File: config.mk
export PLATFORM = sky130hd
export DESIGN_NAME = wptr_full_level
export DESIGN_NICKNAME = d
export VERILOG_FILES = /design/src/rtl/wptr_full_level.sv
export SDC_FILE = /design/constraint.sdc
export NUM_CORES = 1
export LEC_CHECK = 0
export BUFFER_PORTS_ARGS = -buffer_cell sky130_fd_sc_hd__buf_2
export CAP_MARGIN = 20
export CELL_PAD_IN_SITES_DETAIL_PLACEMENT = 0
export CELL_PAD_IN_SITES_GLOBAL_PLACEMENT = 1
export CORE_AREA = 2 2 53 55
export DETAILED_ROUTE_END_ITERATION = 8
export DIE_AREA = 0 0 55 57
export GPL_ROUTABILITY_DRIVEN = 0
export PLACE_DENSITY = 0.82
export SETUP_SLACK_MARGIN = 0.5
export SKIP_CTS_REPAIR_TIMING = 1
export SYNTH_ARGS = -nofsm -noshare
export SYNTH_HDL_FRONTEND = slang
export SYNTH_SLANG_ARGS = --single-unit
File: constraint.sdc
create_clock -name wclk -period 2.4 [get_ports wclk]
set_clock_uncertainty 0.2 [all_clocks]
set_input_delay 0.36 -clock wclk [delete_from_list [all_inputs] [get_ports wclk]]
set_output_delay 0.36 -clock wclk [all_outputs]
set_load 0.05 [all_outputs]
File: src/rtl/wptr_full_level.sv
// wptr_full_level
// Write-clock-domain pointer and flag controller for a dual-clock FIFO.
// It advances the binary write address and publishes a Gray write pointer
// for the read-domain synchroniser. It compares the next write pointer with
// the already-synchronised Gray read pointer to derive registered full,
// almost-full and fill-level outputs, plus a sticky overflow flag.
//
// Optional feature macro: WPTR_LEVEL_EN
//   defined   -> registered wlevel output holds the occupancy 0..DEPTH
//   undefined -> no wlevel register; the wlevel port is tied to zero
module wptr_full_level #(
  parameter int ADDRSIZE     = 4,
  parameter int AFULL_MARGIN = 1
) (
  input  logic                wclk,
  input  logic                wrst,
  input  logic                winc,
  input  logic [ADDRSIZE:0]   wq2_rptr,
  input  logic                wovf_clr,
  output logic [ADDRSIZE-1:0] waddr,
  output logic [ADDRSIZE:0]   wptr,
  output logic                wfull,
  output logic                awfull,
  output logic                wovf,
  output logic [ADDRSIZE:0]   wlevel
);

  localparam int                DEPTH     = 1 << ADDRSIZE;
  localparam logic [ADDRSIZE:0] DEPTH_V   = (ADDRSIZE+1)'(DEPTH);
  localparam logic [ADDRSIZE:0] AFULL_THR = (ADDRSIZE+1)'(DEPTH - AFULL_MARGIN);

  logic                we;
  logic [ADDRSIZE:0]   wbin;
  logic [ADDRSIZE:0]   wbinnext;
  logic [ADDRSIZE:0]   wgraynext;
  logic [ADDRSIZE:0]   rbin_s;
  logic [ADDRSIZE:0]   used;
  logic [ADDRSIZE:0]   full_cmp;
  logic                wfull_val;
  logic                awfull_val;

  function automatic logic [ADDRSIZE:0] bin2gray(input logic [ADDRSIZE:0] b);
    return (b >> 1) ^ b;
  endfunction

  // Prefix XOR from the MSB down: each binary bit is the XOR of all Gray
  // bits at and above it.
  function automatic logic [ADDRSIZE:0] gray2bin(input logic [ADDRSIZE:0] g);
    logic [ADDRSIZE:0] b;
    b[ADDRSIZE] = g[ADDRSIZE];
    for (int i = ADDRSIZE - 1; i >= 0; i--) begin
      b[i] = b[i+1] ^ g[i];
    end
    return b;
  endfunction

  // Next-pointer and flag evaluation; the current write and the sampled
  // read pointer are both folded into the same-cycle decision.
  always_comb begin
    we         = winc & ~wfull;
    wbinnext   = wbin + {{ADDRSIZE{1'b0}}, we};
    wgraynext  = bin2gray(wbinnext);
    rbin_s     = gray2bin(wq2_rptr);
    used       = wbinnext - rbin_s;
    // Full when the pointers differ only in the wrap bit: in Gray code that
    // means the top two bits are inverted and the rest match.
    full_cmp   = {~wq2_rptr[ADDRSIZE:ADDRSIZE-1], wq2_rptr[ADDRSIZE-2:0]};
    wfull_val  = (wgraynext == full_cmp);
    awfull_val = (used >= AFULL_THR);
  end

  assign waddr = wbin[ADDRSIZE-1:0];

  // Binary and Gray write pointers; the Gray copy is registered so the
  // read-domain synchroniser only ever sees single-bit changes.
  always_ff @(posedge wclk) begin
    if (wrst) begin
      wbin <= '0;
      wptr <= '0;
    end else begin
      wbin <= wbinnext;
      wptr <= wgraynext;
    end
  end

  // Registered full and almost-full flags.
  always_ff @(posedge wclk) begin
    if (wrst) begin
      wfull  <= 1'b0;
      awfull <= 1'b0;
    end else begin
      wfull  <= wfull_val;
      awfull <= awfull_val;
    end
  end

  // Sticky overflow: a write attempt while full sets it and beats a clear.
  always_ff @(posedge wclk) begin
    if (wrst) begin
      wovf <= 1'b0;
    end else if (winc & wfull) begin
      wovf <= 1'b1;
    end else if (wovf_clr) begin
      wovf <= 1'b0;
    end
  end

`ifdef WPTR_LEVEL_EN
  logic [ADDRSIZE:0] level_q;

  // Registered occupancy, taken from the same subtractor that drives awfull.
  always_ff @(posedge wclk) begin
    if (wrst) begin
      level_q <= '0;
    end else begin
      level_q <= used;
    end
  end

  assign wlevel = level_q;
`else
  assign wlevel = '0;
`endif

  // Occupancy can never exceed the FIFO depth while the read pointer is legal.
  assert property (@(posedge wclk) disable iff (wrst) used <= DEPTH_V);

endmodule

==> results.cfg, run 1 <==
[outcome]
status = finished clean

[sta]
drv_slew = 0
fmax_mhz = 434.9
setup_viol = 0
setup_tns_ns = 0
layout_setup_ws_ns = 0.1008
period_share = 0.9580
min_period_ns = 2.299
finalHoldViolations = 0
rsz0062_at_grt = true

[drt]
final_antenna_net_count = 0
dr_total_vias = 650
initialDrtViolationCount = 8
via_per_inst = 4.305
dr.pass1.iters = 3
routed_wl_um = 1660
remaining_drc_errors = 0
wl_per_cell_um = 10.99

[floorplanning]
die-area_mm2 = 0.003135
start_util = 0.2986
rows = 19
die_x_um = 55
die-height_um = 57
io_pins = 26
coreArea_mm2 = 0.002615

[hold_path]
hp-class = in2reg
worstHoldPathCells = 3
holdPathEnd = wovf
holdCritStartpoint = winc

[synth]
ys_seq_elements = 12
netlist_instances = 84
netlist_area_um2 = 780.7
yosys-top-cells-count = 12 x dfxtp_1, 9 x xnor2_1, 9 x xor2_1
ys_types = 27
synthTopCellsByArea = dfxtp_1 31%, xnor2_1 10%, xor2_1 10%, ha_1 9.6%, buf_4 4.8%
syn_avg_cell_area_um2 = 9.295
synth.most_common_cell = dfxtp_1
synth_top_area_cell = dfxtp_1
synth_edf_count = 0
yosys.area.top_type_share = 0.3077
yosysSeqAreaShare = 0.3077
ys.flop_type = dfxtp_1
yosys_warnings = 0
async_reset_ff_frac = 0

[final_layout]
area_delta_synth_final_pct = 42.15
drive_above_1_share = 0.4500
antenna_cells = 0
final_net_count = 137
fill_cells = 259

[power]
p_leak_nw = 0.5384
power_density_mw_per_mm2 = 571.0
internal_power_mw = 0.3957
power_frac_clock = 0.198
power.switching_mw = 0.2379
finalPower_mw = 0.6337
pwr-share-comb = 0.458
ir_drop_mv = 0.3126
p_seq_frac = 0.344
swShare = 0.3755

[place]
io_buffer_count = 20
post-place-ws_ns = -0.2568
dp.final_hpwl_um = 1268

[critical_path]
cp_slowest_stage_delay_ns = 0.23
path_delay_family = XOR/XNOR gates
critical_path_class = in2reg
cp.required_ns = 2.36
crit_path_top_delay_cell = xor2_1
r2r.worst_path.cells = 9
r2r_end = awfull
start_kind = input pin
timing.critical_path.cells = buf_8, xnor2_4, xor2_2, xor2_1, xnor2_1, ha_2, fa_2, inv_1, a21o_1, a21oi_2, xor2_1, a21oi_2
rrSetupSlack_ns = 0.13
crit_fanout = 2
cp.arrival_ns = 2.26
path_buf_inv = 2
end_kind = register
r2r_start = wfull

[global_route]
grt_pass1_vias = 606
top_usage_layer = met2
grtUsageTotal = 0.1113
grt_pass1_wl_um = 2525
grt_max_degree = 13
use_met1 = 0.1293
use_met2 = 0.1905
grt_overflow = 0
antenna_found_initial = 0
grt_use_met3 = 0.01309

[cts]
cts_tree = yes
cts.sinks = 12
cts_max_level = 1
clock_path_buffers = 2
cts_buffers = 3
clk_pin_slew_ns = 0.07
clockRootBuffer = clkbuf_4
clock_latency_ns = 0.27

[flow_run]
max-cap-violations = 0
cells in the final DEF (no fill, tap or decap), types with 3 or more instances in the layout:
cell / netlist / routed
ha_2: 0 / 3
buf_4: 5 / 14
clkbuf_4: 0 / 3
xor2_1: 9 / 8
a21oi_2: 0 / 3
nand2_1: 3 / 3
ha_1: 6 / 3
nor2_1: 7 / 7
xnor2_1: 9 / 7
buf_2: 0 / 18
dfxtp_1: 12 / 9
inv_1: 4 / 4
nor2b_1: 5 / 5
conb_1: 1 / 5
cell type report:
| cell class | instances | area (um^2) | share of cell area |
|---|---|---|---|
| Inverter | 4 | 15.01 | 0.01353 |
| Tap cell | 31 | 38.79 | 0.03495 |
| Clock inverter | 1 | 3.754 | 0.003382 |
| Timing Repair Buffer | 34 | 221.5 | 0.1995 |
| Multi-Input combinational cell | 66 | 559.3 | 0.5039 |
| Sequential cell | 12 | 249.0 | 0.2244 |
| Clock buffer | 3 | 22.52 | 0.02029 |
registers in the layout, indices dropped and copies added, names as in the netlist:
signal and count:
wfull 1, wbin 4, wptr 5, awfull 1
wovf 1
power by group through the flow:
stage                     clock network [mW]  registers, mW  logic (mW)
after floorplan                            0          0.268       0.158
after global placement                     0          0.222       0.255
after detailed placement                   0          0.222       0.267
after CTS                              0.134          0.218       0.268
after global routing                   0.143          0.219       0.318
final                                  0.126          0.218       0.290
worst reg2reg max path, delay by kind of cell (launching register included):
kind            cells  cell delay [ns]
compound gates      3             0.39
xor+xnor            2             0.37
fa+ha+maj           3             0.73
flops               1             0.35
simple gates        1             0.12
logic make-up after synthesis:
group	after synthesis	synth area share
simple gates	24	0.1619
xor+xnor	20	0.2516
flops	12	0.3077
buf+inv	10	0.07211
compound gates	9	0.06571
fa+ha+maj	7	0.1218
other cells	1	0.004803
mux	1	0.01442
worst max-delay path by stage:
stage              to  slack, ns   startpoint  cells past startpoint
6_report       awfull       0.10  wq2_rptr[4]                     12
2_1_floorplan  awfull      0.002  wq2_rptr[3]                      9
3_5_place_dp   awfull      -0.26  wq2_rptr[3]                     10
5_1_grt        awfull      -0.06  wq2_rptr[4]                     10
3_3_place_gp   awfull      -0.23  wq2_rptr[3]                     10
4_1_cts        awfull       0.02  wq2_rptr[3]                     10
metrics by stage:
stage	cells	cell area, um^2	util	hold slack (ns)
CTS	148	1046	0.4000	0.1296
global route	151	1110	0.4244	0.1376
finish	151	1110	0.4244	0.1391
global placement	144	1020	0.3900	0.2510
detailed placement	144	1020	0.3900	0.2631
floorplan	88	839.6	-	0.2316
per-layer routing:
metal / share of wire / vias up
met5: 0 / -
met3: 0.054 / 2
met4: 0.0060 / 0
met1: 0.39 / 299
met2: 0.55 / 16
li1: - / 333
(Power assumes the default switching activity.)
==> inputs of run 2 (changes only) <==
--- a/config.mk
+++ b/config.mk
@@ -9,11 +9,11 @@
 export CAP_MARGIN = 20
 export CELL_PAD_IN_SITES_DETAIL_PLACEMENT = 0
 export CELL_PAD_IN_SITES_GLOBAL_PLACEMENT = 1
-export CORE_AREA = 2 2 53 55
+export CORE_AREA = 2 2 51 53
 export DETAILED_ROUTE_END_ITERATION = 8
-export DIE_AREA = 0 0 55 57
+export DIE_AREA = 0 0 53 55
 export GPL_ROUTABILITY_DRIVEN = 0
-export PLACE_DENSITY = 0.82
+export PLACE_DENSITY = 0.84
 export SETUP_SLACK_MARGIN = 0.5
 export SKIP_CTS_REPAIR_TIMING = 1
 export SYNTH_ARGS = -nofsm -noshare
==> constraint.sdc (replaced) <==
create_clock -name wclk -period 2.28 [get_ports wclk]
set_clock_uncertainty 0.2 [all_clocks]
set_input_delay 0.342 -clock wclk [delete_from_list [all_inputs] [get_ports wclk]]
set_output_delay 0.342 -clock wclk [all_outputs]
set_load 0.05 [all_outputs]
==> results.cfg, run 2 (synthesis gave the netlist of run 1 again) <==
[outcome]
status = finished clean

[final_layout]
top_register = wptr
final_net_count = 139
largest_reg_flops = 5
area_delta_synth_final_pct = 56.73
fin_util = 0.5175
mostFrequentLayoutCells = 18 x buf_2, 11 x buf_4, 8 x dfxtp_1
final_common_cell = buf_2
reg_top3 = wptr: 5 flops, wbin: 4 flops
drive_above_1_share = 0.5246
antenna_cells = 0

[critical_path]
cp.required_ns = 2.28
end_kind = register
cp_common_cell = xor2_2
r2r_start = wfull
r2r_end = awfull
critical_path_class = in2reg
path_delay_family = XOR/XNOR gates
crit_fanout = 2
path_buf_inv = 1
cp_slowest_stage_delay_ns = 0.43
r2r.worst_path.cells = 10
cp.arrival_ns = 2.23
crit_path_start = wq2_rptr[4]
crit_path_top_delay_cell = fa_2
start_kind = input pin
timing.critical_path.cells = buf_8, xnor2_4, xor2_2, xor2_2, xnor2_1, ha_2, fa_2, nor3_2, nand3b_1, a21oi_1
rrSetupSlack_ns = 0.08

[sta]
setup_viol = 0
whs_ns = 0.1236
fmax_mhz = 449.1
rsz0062_at_grt = true
min_period_ns = 2.226
drv_slew = 0
period_share = 0.9765
finalHoldViolations = 0

[global_route]
grtUsageTotal = 0.1358
grt_max_degree = 13
grt_pass1_vias = 654
grt_overflow = 0
grt_pass1_wl_um = 2801
antenna_found_initial = 0

[cts]
cts_tree = yes
clockRootBuffer = clkbuf_4
clock_path_buffers = 2
cts_buffers = 3
clock_latency_ns = 0.27
cts.sinks = 12
clk_pin_slew_ns = 0.08
cts_max_level = 1

[drt]
via_per_inst = 4.507
initialDrtViolationCount = 5
routed_wl_um = 1838
final_antenna_net_count = 0
remaining_drc_errors = 0
wl_per_cell_um = 12.09
dr_total_vias = 685
dr.pass1.iters = 3

[power]
power_density_mw_per_mm2 = 550.5
ir_drop_mv = 0.2601
p_leak_nw = 0.5729
finalPower_mw = 0.6736

[hold_path]
hp-class = in2reg
holdPathEnd = wovf
holdCritStartpoint = wovf_clr
worstHoldPathCells = 3

[floorplanning]
start_util = 0.3302
die-area_mm2 = 0.002915
coreArea_mm2 = 0.002365
die_x_um = 53
io_pins = 26
rows = 18
die-height_um = 55

[flow_run]
max-cap-violations = 0

[place]
io_buffer_count = 20
dp.final_hpwl_um = 1377
[run 2: changes by cell type in the layout (fill, tap and decap cells not counted), moves of 2 or more]
cell and change:
xor2_1 -3, buf_4 -3, buf_6 +5, xnor2_1 -2
xnor2_2 +2, nand3_1 -2, a21oi_2 -2, xor2_2 +3
[run 2: worst max path at each step]
stage,to,cells after the start
after floorplan,awfull,9
after global placement,awfull,10
after detailed placement,awfull,10
after CTS,awfull,10
after global routing,awfull,10
final,awfull,10
[run 2: area by class of cell]
| type | instances | area [um^2] |
|---|---|---|
| Fill cell | 212 | 1141 |
| Multi-Input combinational cell | 66 | 639.4 |
| Timing Repair Buffer | 36 | 255.2 |
| Sequential cell | 12 | 250.2 |
| Tap cell | 30 | 37.54 |
| Clock buffer | 3 | 22.52 |
| Inverter | 4 | 15.01 |
| Clock inverter | 1 | 3.754 |
[run 2: worst register-to-register path, stage by stage, from the launching register on]
cell      delay, ns
dfxtp_4        0.35
nor2b_1        0.12
ha_2           0.22
ha_4           0.16
xor2_2         0.18
ha_1           0.28
buf_4          0.15
xor2_1         0.16
nor3_2         0.10
nand3b_1       0.09
a21oi_1        0.12
[run 2: metal layers]
layer  share of wire  vias up  global-route usage
li1                -      338                   -
met1            0.38      326              0.1309
met2            0.56       19              0.2750
met3           0.050        2             0.03495
met4          0.0082        0             0.05128
met5               0        -                   0
[run 2: power by group]
| group | internal, mW | switching, mW | total (mW) |
|---|---|---|---|
| registers | 0.223 | 0.00928 | 0.232 |
| clock network | 0.0632 | 0.0721 | 0.135 |
| logic | 0.133 | 0.173 | 0.306 |
| total | 0.419 | 0.255 | 0.674 |
[run 2: stage by stage]
stage	setup TNS, ns	setup slack [ns]	area [um^2]	instances
6_report	0	0.05356	1224	152
3_5_place_dp	-0.3525	-0.3525	1054	144
3_3_place_gp	-0.3370	-0.3370	1054	144
5_1_grt	-0.08697	-0.08697	1224	152
4_1_cts	-0.09318	-0.09318	1080	148
2_1_floorplan	-0.09954	-0.09954	867.1	88
==> inputs of run 3 (changes only) <==
--- a/config.mk
+++ b/config.mk
@@ -5,15 +5,16 @@
 export SDC_FILE = /design/constraint.sdc
 export NUM_CORES = 1
 export LEC_CHECK = 0
+export ABC_AREA = 1
 export BUFFER_PORTS_ARGS = -buffer_cell sky130_fd_sc_hd__buf_2
 export CAP_MARGIN = 20
 export CELL_PAD_IN_SITES_DETAIL_PLACEMENT = 0
 export CELL_PAD_IN_SITES_GLOBAL_PLACEMENT = 1
-export CORE_AREA = 2 2 51 53
+export CORE_AREA = 2 2 55 57
 export DETAILED_ROUTE_END_ITERATION = 8
-export DIE_AREA = 0 0 53 55
+export DIE_AREA = 0 0 57 59
 export GPL_ROUTABILITY_DRIVEN = 0
-export PLACE_DENSITY = 0.84
+export PLACE_DENSITY = 0.85
 export SETUP_SLACK_MARGIN = 0.5
 export SKIP_CTS_REPAIR_TIMING = 1
 export SYNTH_ARGS = -nofsm -noshare
==> results.cfg, run 3 <==
[critical_path]
crit_path_top_delay_cell = fa_1
start_kind = input pin
critical_path_class = in2reg
cp.required_ns = 2.30
r2r_start = wfull
cp_common_cell = nand3_1
crit_fanout = 3
timing.critical_path.cells = buf_2, xnor2_2, or2_4, nand2_4, nand2_4, nand3_1, nand2_2, ha_4, fa_1, nor2_1, o21ai_1, a21oi_1, nand3_1, nand3_1, nand2_1, inv_1
cp.arrival_ns = 2.32
crit_path_start = wq2_rptr[4]
cp_slowest_stage_delay_ns = 0.43
end_kind = register
r2r.worst_path.cells = 12

[synth]
synth_fa_ha_area_frac = 0.1075
yosys.area_share.simple = 0.4074
netlist_area_um2 = 884.6
synthXorXnorAreaFrac = 0.01980
ys.flop_type = dfxtp_1
synth_top_area_cell = dfxtp_1
yosys_warnings = 0
ys_seq_elements = 12
yosysSeqAreaShare = 0.2716
synthTopCellsByArea = dfxtp_1 27%, nand2_1 15%, ha_1 8.5%, inv_1 8.5%, nand3_1 8.5%
yosys.area.top_type_share = 0.2716
synth_top_family_by_area = simple AND/OR/NAND/NOR gates
synth_edf_count = 0
ys_types = 21
synth_compound_area_frac = 0.04526
netlist_instances = 134
synth.most_common_cell = nand2_1
yosys-top-cells-count = 36 x nand2_1, 20 x inv_1, 15 x nand3_1
synthMuxAreaShare = 0
async_reset_ff_frac = 0
syn_avg_cell_area_um2 = 6.601

[power]
ir_drop_mv = 0.2147
finalPower_mw = 0.6408
power_density_mw_per_mm2 = 531.3
p_leak_nw = 0.6583

[global_route]
grt_pass1_vias = 865
antenna_found_initial = 0
grtUsageTotal = 0.1356
use_met1 = 0.1626
grt_use_met3 = 0.01092
grt_max_degree = 11
grt_pass1_wl_um = 3657
use_met2 = 0.2463
top_usage_layer = met2
grt_overflow = 0

[floorplanning]
rows = 19
start_util = 0.3264
coreArea_mm2 = 0.002710
die-height_um = 59
die-area_mm2 = 0.003363
die_x_um = 57
io_pins = 26

[final_layout]
fin_util = 0.4451
antenna_cells = 0
final_common_cell = nand2_1
top_register = wptr
largest_reg_flops = 5
final_net_count = 186
area_delta_synth_final_pct = 36.35
drive_above_1_share = 0.3512
final_cells = 199
reg_top3 = wptr: 5 flops, wbin: 4 flops
mostFrequentLayoutCells = 33 x nand2_1, 20 x buf_2, 19 x inv_1
fill_cells = 287

[cts]
cts_buffers = 3
clock_path_buffers = 2
clockRootBuffer = clkbuf_4
cts.sinks = 12
cts_tree = yes
clock_latency_ns = 0.27
clk_pin_slew_ns = 0.07
cts_max_level = 1

[sta]
min_period_ns = 2.301
layout_setup_ws_ns = -0.02089
fmax_mhz = 434.6
setup_viol = 1
period_share = 1.009
finalHoldViolations = 0
drv_slew = 0
rsz0062_at_grt = true
whs_ns = 0.1203

[outcome]
violations = negative setup slack
status = finished with violations

[drt]
final_antenna_net_count = 0
routed_wl_um = 2107
via_per_inst = 4.709
dr_total_vias = 937
remaining_drc_errors = 0
wl_per_cell_um = 10.59
initialDrtViolationCount = 50
dr.pass1.iters = 4

[place]
io_buffer_count = 20
dp.cells = 194
dp.final_hpwl_um = 1746

[hold_path]
worstHoldPathCells = 4
hp-class = in2reg
holdCritStartpoint = wovf_clr

[flow_run]
max-cap-violations = 0
[run 3: cell families (layout without fill, tap and decap cells)]
kind of cell / after synthesis / count (layout)
simple gates: 77 / 77
buf+inv: 27 / 57
flops: 12 / 12
compound gates: 8 / 8
fa+ha+maj: 7 / 7
xor+xnor: 2 / 2
other cells: 1 / 5
[run 3: metrics by stage]
step	setup TNS [ns]	worst slack (ns)	area, um^2
2_1_floorplan	-0.003889	-0.003889	935.9
3_3_place_gp	-0.2336	-0.2336	1112
3_5_place_dp	-0.3245	-0.3245	1112
4_1_cts	-0.04848	-0.04848	1135
5_1_grt	-0.1762	-0.1762	1206
6_report	-0.02089	-0.02089	1206
[run 3: per-layer routing]
metal	routed length, um	vias to the layer above
met5	0	-
met4	26	0
met3	103	3
met2	1129	27
met1	847	425
li1	-	482
[run 3: path summary, 6_finish.rpt]
kind / end / slack [ns]
setup / recovery: awfull / -0.02
hold / removal: wovf / 0.12
setup reg to reg: awfull / 0.09
hold reg to reg: wovf / 0.26
[run 3: cell type report]
class                           count  area [um^2]  share of cell area
Tap cell                           31        38.79             0.03216
Sequential cell                    12        249.0              0.2064
Multi-Input combinational cell     99        609.3              0.5052
Clock buffer                        3        22.52             0.01867
Inverter                           20        77.57             0.06432
Timing Repair Buffer               34        209.0              0.1732
[run 3: critical path, delay by kind of cell]
kind | cells | cell delay (ns)
buf+inv | 2 | 0.16
fa+ha+maj | 2 | 0.59
xor+xnor | 1 | 0.15
compound gates | 2 | 0.18
simple gates | 9 | 0.89
[run 3: power breakdown]
group	internal [mW]	total, mW	switching, mW
registers	0.222	0.230	0.00803
logic	0.112	0.287	0.176
clock network	0.0611	0.124	0.0626
